[src/rtl/pc_seq_pkg.sv]
// Shared definitions for the PC sequencer: state encoding, increment and defaults.
package pc_seq_pkg;

  typedef enum logic [1:0] {
    ST_RUN   = 2'd0,
    ST_FLUSH = 2'd1,
    ST_HALT  = 2'd2
  } pc_state_e;

  localparam logic [31:0] PC_INC           = 32'd4;
  localparam logic [31:0] DEF_RESET_PC     = 32'h0000_0000;
  localparam int          DEF_FLUSH_CYCLES = 2;
  // Wide enough for FLUSH_CYCLES-1 with FLUSH_CYCLES up to 7.
  localparam int          CNT_W            = 3;

  // Redirect targets are forced onto a word boundary.
  function automatic logic [31:0] word_align(input logic [31:0] a);
    return {a[31:2], 2'b00};
  endfunction

endpackage

[src/rtl/pc_reg.sv]
// 32-bit program counter register: async active-high reset to RESET_PC, load enable.
module pc_reg
  import pc_seq_pkg::*;
#(
  parameter logic [31:0] RESET_PC = DEF_RESET_PC
) (
  input  logic        clk,
  input  logic        rst,
  input  logic        load_en,
  input  logic [31:0] d,
  output logic [31:0] q
);

  // Hold unless load_en; reset wins asynchronously.
  always_ff @(posedge clk or posedge rst) begin
    if (rst)          q <= RESET_PC;
    else if (load_en) q <= d;
  end

endmodule

[src/rtl/pc_sequencer.sv]
// Fetch PC sequencer: sequential advance, stall hold, branch/jump redirect with
// a fixed number of squashed fetch bubbles, halt, and a sticky misalignment flag.
module pc_sequencer
  import pc_seq_pkg::*;
#(
  parameter logic [31:0] RESET_PC     = DEF_RESET_PC,
  parameter int          FLUSH_CYCLES = DEF_FLUSH_CYCLES
) (
  input  logic        Clk,
  input  logic        Reset,
  input  logic        Stall,
  input  logic        BranchTaken,
  input  logic [31:0] BranchTarget,
  input  logic        Jump,
  input  logic [31:0] JumpTarget,
  input  logic        Halt,
  output logic [31:0] PCOut,
  output logic [31:0] PCPlus4,
  output logic        FetchValid,
  output logic        Flush,
  output logic        AlignErr
);

  pc_state_e         state, state_nxt;
  logic [CNT_W-1:0]  cnt, cnt_nxt;
  logic              align_err, align_err_nxt;
  logic [31:0]       pc, pc_nxt;
  logic              pc_load;
  logic              redirect;
  logic [31:0]       redir_tgt;

  pc_reg #(.RESET_PC(RESET_PC)) u_pc_reg (
    .clk     (Clk),
    .rst     (Reset),
    .load_en (pc_load),
    .d       (pc_nxt),
    .q       (pc)
  );

  assign PCOut    = pc;
  // Only combinational output; wraps naturally at 2^32.
  assign PCPlus4  = pc + PC_INC;
  assign AlignErr = align_err;

  // State, bubble counter and sticky alignment flag.
  always_ff @(posedge Clk or posedge Reset) begin
    if (Reset) begin
      state     <= ST_RUN;
      cnt       <= '0;
      align_err <= 1'b0;
    end else begin
      state     <= state_nxt;
      cnt       <= cnt_nxt;
      align_err <= align_err_nxt;
    end
  end

  // Next state / next PC: branch beats jump beats halt beats stall in RUN.
  always_comb begin
    state_nxt     = state;
    cnt_nxt       = cnt;
    pc_load       = 1'b0;
    pc_nxt        = pc;
    redirect      = 1'b0;
    redir_tgt     = '0;
    case (state)
      ST_RUN: begin
        if (BranchTaken) begin
          redirect  = 1'b1;
          redir_tgt = BranchTarget;
        end else if (Jump) begin
          redirect  = 1'b1;
          redir_tgt = JumpTarget;
        end else if (Halt) begin
          state_nxt = ST_HALT;
        end else if (!Stall) begin
          pc_load = 1'b1;
          pc_nxt  = PCPlus4;
        end
        // A redirect overrides Stall in the same cycle.
        if (redirect) begin
          pc_load   = 1'b1;
          pc_nxt    = word_align(redir_tgt);
          cnt_nxt   = CNT_W'(FLUSH_CYCLES - 1);
          state_nxt = ST_FLUSH;
        end
      end
      ST_FLUSH: begin
        // Control requests are dropped while bubbles drain; PC keeps streaming.
        if (!Stall) begin
          pc_load = 1'b1;
          pc_nxt  = PCPlus4;
        end
        if (cnt == '0) state_nxt = ST_RUN;
        else           cnt_nxt   = cnt - CNT_W'(1);
      end
      ST_HALT: begin
        state_nxt = ST_HALT;
      end
      default: begin
        state_nxt = ST_RUN;
      end
    endcase
    align_err_nxt = align_err | (redirect & (|redir_tgt[1:0]));
  end

  // Status outputs decode purely from registered state.
  always_comb begin
    FetchValid = 1'b0;
    Flush      = 1'b0;
    case (state)
      ST_RUN:   FetchValid = 1'b1;
      ST_FLUSH: Flush      = 1'b1;
      default: begin
        FetchValid = 1'b0;
        Flush      = 1'b0;
      end
    endcase
  end

endmodule

[config.mk]
export PLATFORM = sky130hd
export DESIGN_NAME = pc_sequencer
export DESIGN_NICKNAME = d
export VERILOG_FILES = /design/src/rtl/pc_seq_pkg.sv /design/src/rtl/pc_reg.sv /design/src/rtl/pc_sequencer.sv
export SDC_FILE = /design/constraint.sdc
export NUM_CORES = 1
export LEC_CHECK = 0
export CORE_MARGIN = 1.5
export CORE_UTILIZATION = 45
export DETAILED_ROUTE_END_ITERATION = 8
export GPL_TIMING_DRIVEN = 0
export PLACE_DENSITY_LB_ADDON = 0.05
export SYNTH_ARGS = -nofsm -noshare
export SYNTH_HDL_FRONTEND = slang
export SYNTH_SLANG_ARGS = --single-unit
[constraint.sdc]
create_clock -name Clk -period 5.5 [get_ports Clk]
set_input_delay 0.825 -clock Clk [delete_from_list [all_inputs] [get_ports Clk]]
set_output_delay 0.825 -clock Clk [all_outputs]
set_load 0.02 [all_outputs]
==> out/results.ini, run 1 <==
[run_status]
outcome = finished clean

[worst_setup_path]
rrSetupSlack_ps = 2990
rr_startpoint = state[1]
cp-end-kind = primary output
crit_path_top_delay_cell = clkdlybuf4s50_1
crit_type = reg -> out
rr_worst_depth = 8
crit_cells = 7
slowest_delay_ps = 620
rr_endpoint = u_pc_reg.q[13]
cp.required_ps = 4680
arrival_ps = 3130
critPathLaunchType = flip-flop
path_cells = ha_1 > clkbuf_1 > nand2_1 > or3_1 > nor3_1 > xor2_1 > clkdlybuf4s50_1
critPathTopFamily = simple AND/OR/NAND/NOR gates
path_max_fanout = 7
crit_buf_inv = 2

[drt]
remaining_drc_errors = 0
drt_iter0_drc = 239
vias = 3266
dr.pass1.iters = 5
wl_um = 9910
via_per_inst = 5.74
wire_per_inst_um = 17.4
ant_nets = 0

[floorplanning]
dieArea_um2 = 6960
io_pins = 137
dieHeight_um = 83.4
initial_utilization_pct = 46.1
die_w_um = 83.4
rows = 29
coreArea_um2 = 6310

[cells_and_area]
fin_util_pct = 70.1
fin_cells = 569
drive_gt1_share_pct = 7.52
antenna_cells = 0
layout-area-overhead-vs-synth_pct = 52.0
most-common-layout-cells = 131 x clkdlybuf4s50_1, 38 x nor2_1, 36 x dfrtp_1, 26 x a21oi_1, 21 x mux2i_1
layout.nets = 565
final_common_cell = clkdlybuf4s50_1

[global_routing]
grt_max_degree = 37
grt_pass1_wl_um = 16100
overflow = 0
grt_pass1_vias = 3268
grtUsageTotal_pct = 28.7
antenna_found_initial = 0

[timing]
clock.fmax_mhz = 253
hold_violations = 0
period_minus_slack_ps = 3960
slew-limit-headroom_pct = 43.3
tightest_slew_ps = 850
rsz0062_at_grt = no
finClkSkew_ps = 7.86
finalCritPeriodShare_pct = 71.9
tns_ps = 0
maxSlewViolCount = 0
finalSetupViolCount = 0

[logic_synthesis]
syn-mean-instance-area_um2 = 8.29
synthCells = 351
ys_types = 50
synth_flop_cell = dfrtp_1
synth_edf_count = 0
yosysWarnings = 0
synth_area_um2 = 2910
async_flop_share_pct = 100
ys_ff_latch = 36
ys_seq_area_share_pct = 30.9

[worst_hold_path]
hold_end = AlignErr
hp-class = reg -> reg
hold_depth = 1
min_from = AlignErr

[cts]
clk_latency_ps = 290
cts_tree = built
htree_levels = 2
clk_root_buffer_cell = clkbuf_8
cts.clk_slew.worst_paths_ps = 70
cts_buffers = 5
ctsHoldBuffers = 0
cts_sinks = 36
cts_resized = 0
clockBufferDepth = 2
cts_setup_buffers = 0

[power]
power_density_nw_per_um2 = 475
fin_total_pwr_mw = 2.10
p_leak_nw = 1.77
vdd_drop_max_mv = 0.304

[placed_design]
dpl.cell_count = 562
gp_congestion = 0.887
portBuffers = 131
dp_hpwl_um = 7430

[run]
cap_viol_max_count = 0

[registers in the layout, indices dropped and copies added, names as in the netlist]
signal	cells
u_pc_reg.q	30
AlignErr	1
cnt	3
state	2
[how the worst max path moves through the flow]
stage,start,to,slack (ps)
2_1_floorplan,u_pc_reg.q[2],PCPlus4[28],2460
3_3_place_gp,u_pc_reg.q[2],PCPlus4[18],1920
3_5_place_dp,u_pc_reg.q[2],PCPlus4[18],1880
4_1_cts,u_pc_reg.q[2],PCPlus4[18],1570
5_1_grt,u_pc_reg.q[2],PCPlus4[14],1360
6_report,u_pc_reg.q[2],PCPlus4[18],1540
[Yosys cell counts (3+ instances only)]
cell type	number	share of area, %
nor2_1	38	4.9
dfrtp_1	36	31
a21oi_1	26	4.5
mux2i_1	21	7.2
nand2_1	20	2.6
o21ai_0	20	3.4
xnor2_1	17	5.1
nand3_1	15	2.6
clkbuf_1	13	1.7
inv_1	12	1.5
nand4_1	12	2.6
nor3_1	11	1.9
xor2_1	11	3.3
buf_2	9	1.5
o2bb2ai_1	7	2.1
o311ai_0	6	1.8
a22oi_1	5	1.3
buf_4	5	1.3
o22ai_1	5	1.1
a21o_1	4	1.0
a22o_1	4	1.2
mux2_2	4	1.5
nor4_1	4	0.86
and3_1	3	0.64
ha_1	3	1.3
nand2b_1	3	0.64
nor3_2	3	1.0
o22a_1	3	0.90
o32a_1	3	1.0
[worst reg2reg max path, cell delays in order (launching register included)]
cell      delay (ps)
dfrtp_1          400
nand2b_1         200
clkinv_1         270
nor2_1           540
nor2_1           180
buf_2            270
buf_2            240
a21oi_1          160
o22ai_1          100
[layout make-up]
class                           count  area (um2)
Multi-Input combinational cell    277        1840
Clock buffer                        7        96.3
Tap cell                           77        96.3
Inverter                           13        48.8
Buffer                             28         135
Fill cell                         549        1890
Timing Repair Buffer              131        1310
Sequential cell                    36         901
[logic make-up (layout without fill, tap and decap cells)]
logic type	after synthesis	in the layout	share of synthesized area [%]
buf+inv	41	179	6.32
xor+xnor	28	28	8.42
simple gates	122	122	22.3
flops	36	36	30.9
other cells	1	4	0.129
mux	25	25	8.77
compound gates	95	95	21.9
fa+ha+maj	3	3	1.29
[per-layer routing]
metal | up-vias | global-route usage (%) | wire, um
met1 | 1536 | 37.8 | 4270
met5 | - | 0 | 0
li1 | 1566 | - | -
met3 | 20 | 3.88 | 669
met2 | 144 | 48.7 | 4750
met4 | 0 | 9.84 | 215
[where the power goes]
part	switching (mW)	internal, mW	total [mW]
sequential	0.148	0.373	0.521
combinational	0.762	0.612	1.37
clock	0.0983	0.112	0.210
[through the flow]
step	hold WS [ps]	worst slack, ps	cell area, um2
floorplan	460	2460	2920
global placement	437	1920	4330
detailed placement	444	1880	4330
CTS	460	1570	4430
global route	477	1360	4430
finish	455	1540	4430
Power figures use the tool's default switching activity.
==> run 2, diff against run 1 <==
Settings changed: CORE_UTILIZATION 45 to 42.
Clock period 5.5 ns to 3.8 ns, I/O delays scaled along.
==> run 2 against run 1 <==
Sequential power increased by 45%. Highest routed layer unchanged. Final area increased by 1.9%. Worst hold slack improved by 4.8 ps. First-iteration DRC count decreased by 13%.
==> out/results.ini, run 2 (synthesis gave the netlist of run 1 again) <==
[placed_design]
dpl.cell_count = 565
portBuffers = 131
dp_hpwl_um = 7480
gp_congestion = 0.869

[worst_setup_path]
timing.critical_path.from = u_pc_reg.q[2]
path_cells = ha_1 > clkbuf_1 > nand2_1 > or3_4 > nor3_1 > xor2_1 > clkdlybuf4s50_1
critPathTopFamily = simple AND/OR/NAND/NOR gates
arrival_ps = 3030
path_max_fanout = 7
cp-end-kind = primary output
crit_buf_inv = 2
crit_type = reg -> out
cp.required_ps = 3230
slowest_delay_ps = 620
crit_path_top_delay_cell = clkdlybuf4s50_1
rr_startpoint = state[1]
critPathLaunchType = flip-flop

[floorplanning]
rows = 30
io_pins = 137
die_w_um = 86.3
dieArea_um2 = 7440
coreArea_um2 = 6760
dieHeight_um = 86.3
initial_utilization_pct = 43.1

[drt]
vias = 3340
ant_nets = 0
via_per_inst = 5.83
dr.pass1.iters = 5
wire_per_inst_um = 17.6
wl_um = 10100
remaining_drc_errors = 0
drt_iter0_drc = 207

[worst_hold_path]
min_from = AlignErr
hp-class = reg -> reg

[cts]
clk_latency_ps = 300
cts_sinks = 36
cts_buffers = 5
cts_tree = built
clockBufferDepth = 2
cts_setup_buffers = 0
htree_levels = 2
clk_root_buffer_cell = clkbuf_8
cts.clk_slew.worst_paths_ps = 80

[global_routing]
grt_max_degree = 37
grt_pass1_wl_um = 15900
antenna_found_initial = 0
grt_pass1_vias = 3280
grtUsageTotal_pct = 27.3
overflow = 0

[timing]
maxSlewViolCount = 0
period_minus_slack_ps = 3600
rsz0062_at_grt = no
finalCritPeriodShare_pct = 94.9
finClkSkew_ps = 6.94
slew-limit-headroom_pct = 45.0
hold_violations = 0
clock.fmax_mhz = 277
tightest_slew_ps = 824
tns_ps = 0
whs_ps = 459
finalSetupViolCount = 0

[power]
p_sw_mw = 1.47
combPwrFrac_pct = 61.5
vdd_drop_max_mv = 0.338
netSwitchingFraction_pct = 45.5
cell_internal_pwr_mw = 1.75
power_density_nw_per_um2 = 714
p_leak_nw = 1.80
seq_power_share_pct = 23.5
clkPwrFrac_pct = 15.0

[cells_and_area]
drive_gt1_share_pct = 8.32
layout.nets = 565
regMostFlops = u_pc_reg.q
largest_register_ffs = 30
most-common-layout-cells = 131 x clkdlybuf4s50_1, 38 x nor2_1, 36 x dfrtp_1, 26 x a21oi_1, 21 x mux2i_1
fin_cells = 573
final_common_cell = clkdlybuf4s50_1
antenna_cells = 0
top_regs = u_pc_reg.q: 30 flops, cnt: 3 flops, state: 2 flops
layout-area-overhead-vs-synth_pct = 54.9

[run]
cap_viol_max_count = 0

[run_status]
outcome = finished clean

run 2: power groups by stage:
stage / Combinational (mW) / Clock (mW) / Sequential [mW]
floorplan: 0.950 / 0 / 0.879
global placement: 1.94 / 0 / 0.751
detailed placement: 1.97 / 0 / 0.756
CTS: 1.98 / 0.486 / 0.751
global route: 2.13 / 0.505 / 0.783
finish: 1.98 / 0.484 / 0.756
run 2: worst paths after layout:
check | endpoint | slack [ps] | depth (start not counted)
hold / removal | AlignErr | 460 | 1
setup / recovery | PCPlus4[26] | 200 | 7
max in group asynchronous | u_pc_reg.q[6] | 2530 | 2
setup reg to reg | u_pc_reg.q[16] | 1300 | 8
min in group asynchronous | u_pc_reg.q[28] | 740 | 2
hold reg to reg | AlignErr | 460 | 1
run 2: final cells by class:
cell class	count	area, um2
buffer	28	135
clock buffer	5	68.8
clock inverter	3	90.1
fill	605	2250
inverter	13	48.8
multi-input combinational	277	1850
sequential	36	901
tap	80	100
timing repair buffer	131	1310
run 2: timing repair:
action / CTS / global route
endpoints found under the setup margin: 0 / 4
gates resized for setup: 0 / 3
hold buffers: 0 / 0
endpoints found under the hold margin: 0 / 0
run 2: per-layer routing:
metal | GRT usage (%) | wire (um)
met5 | 0 | 0
met4 | 10.9 | 177
met3 | 6.00 | 820
met2 | 43.5 | 4660
met1 | 36.2 | 4430
run 2: through the flow:
| stage | setup slack [ps] | power [mW] | area [um2] | utilization (%) |
|---|---|---|---|---|
| after floorplan | 1010 | 1.83 | 2920 | - |
| after global placement | 457 | 2.69 | 4330 | 64.1 |
| after detailed placement | 452 | 2.72 | 4330 | 64.1 |
| after CTS | 54.9 | 3.22 | 4490 | 66.5 |
| after global routing | 44.9 | 3.41 | 4510 | 66.7 |
| final | 195 | 3.22 | 4510 | 66.7 |
==> run 3, diff against run 2 <==
Settings changed: SKIP_LAST_GASP set to 1.
==> results of run 3 <==
Final layout, timing and power as in run 2 (identical DEF).
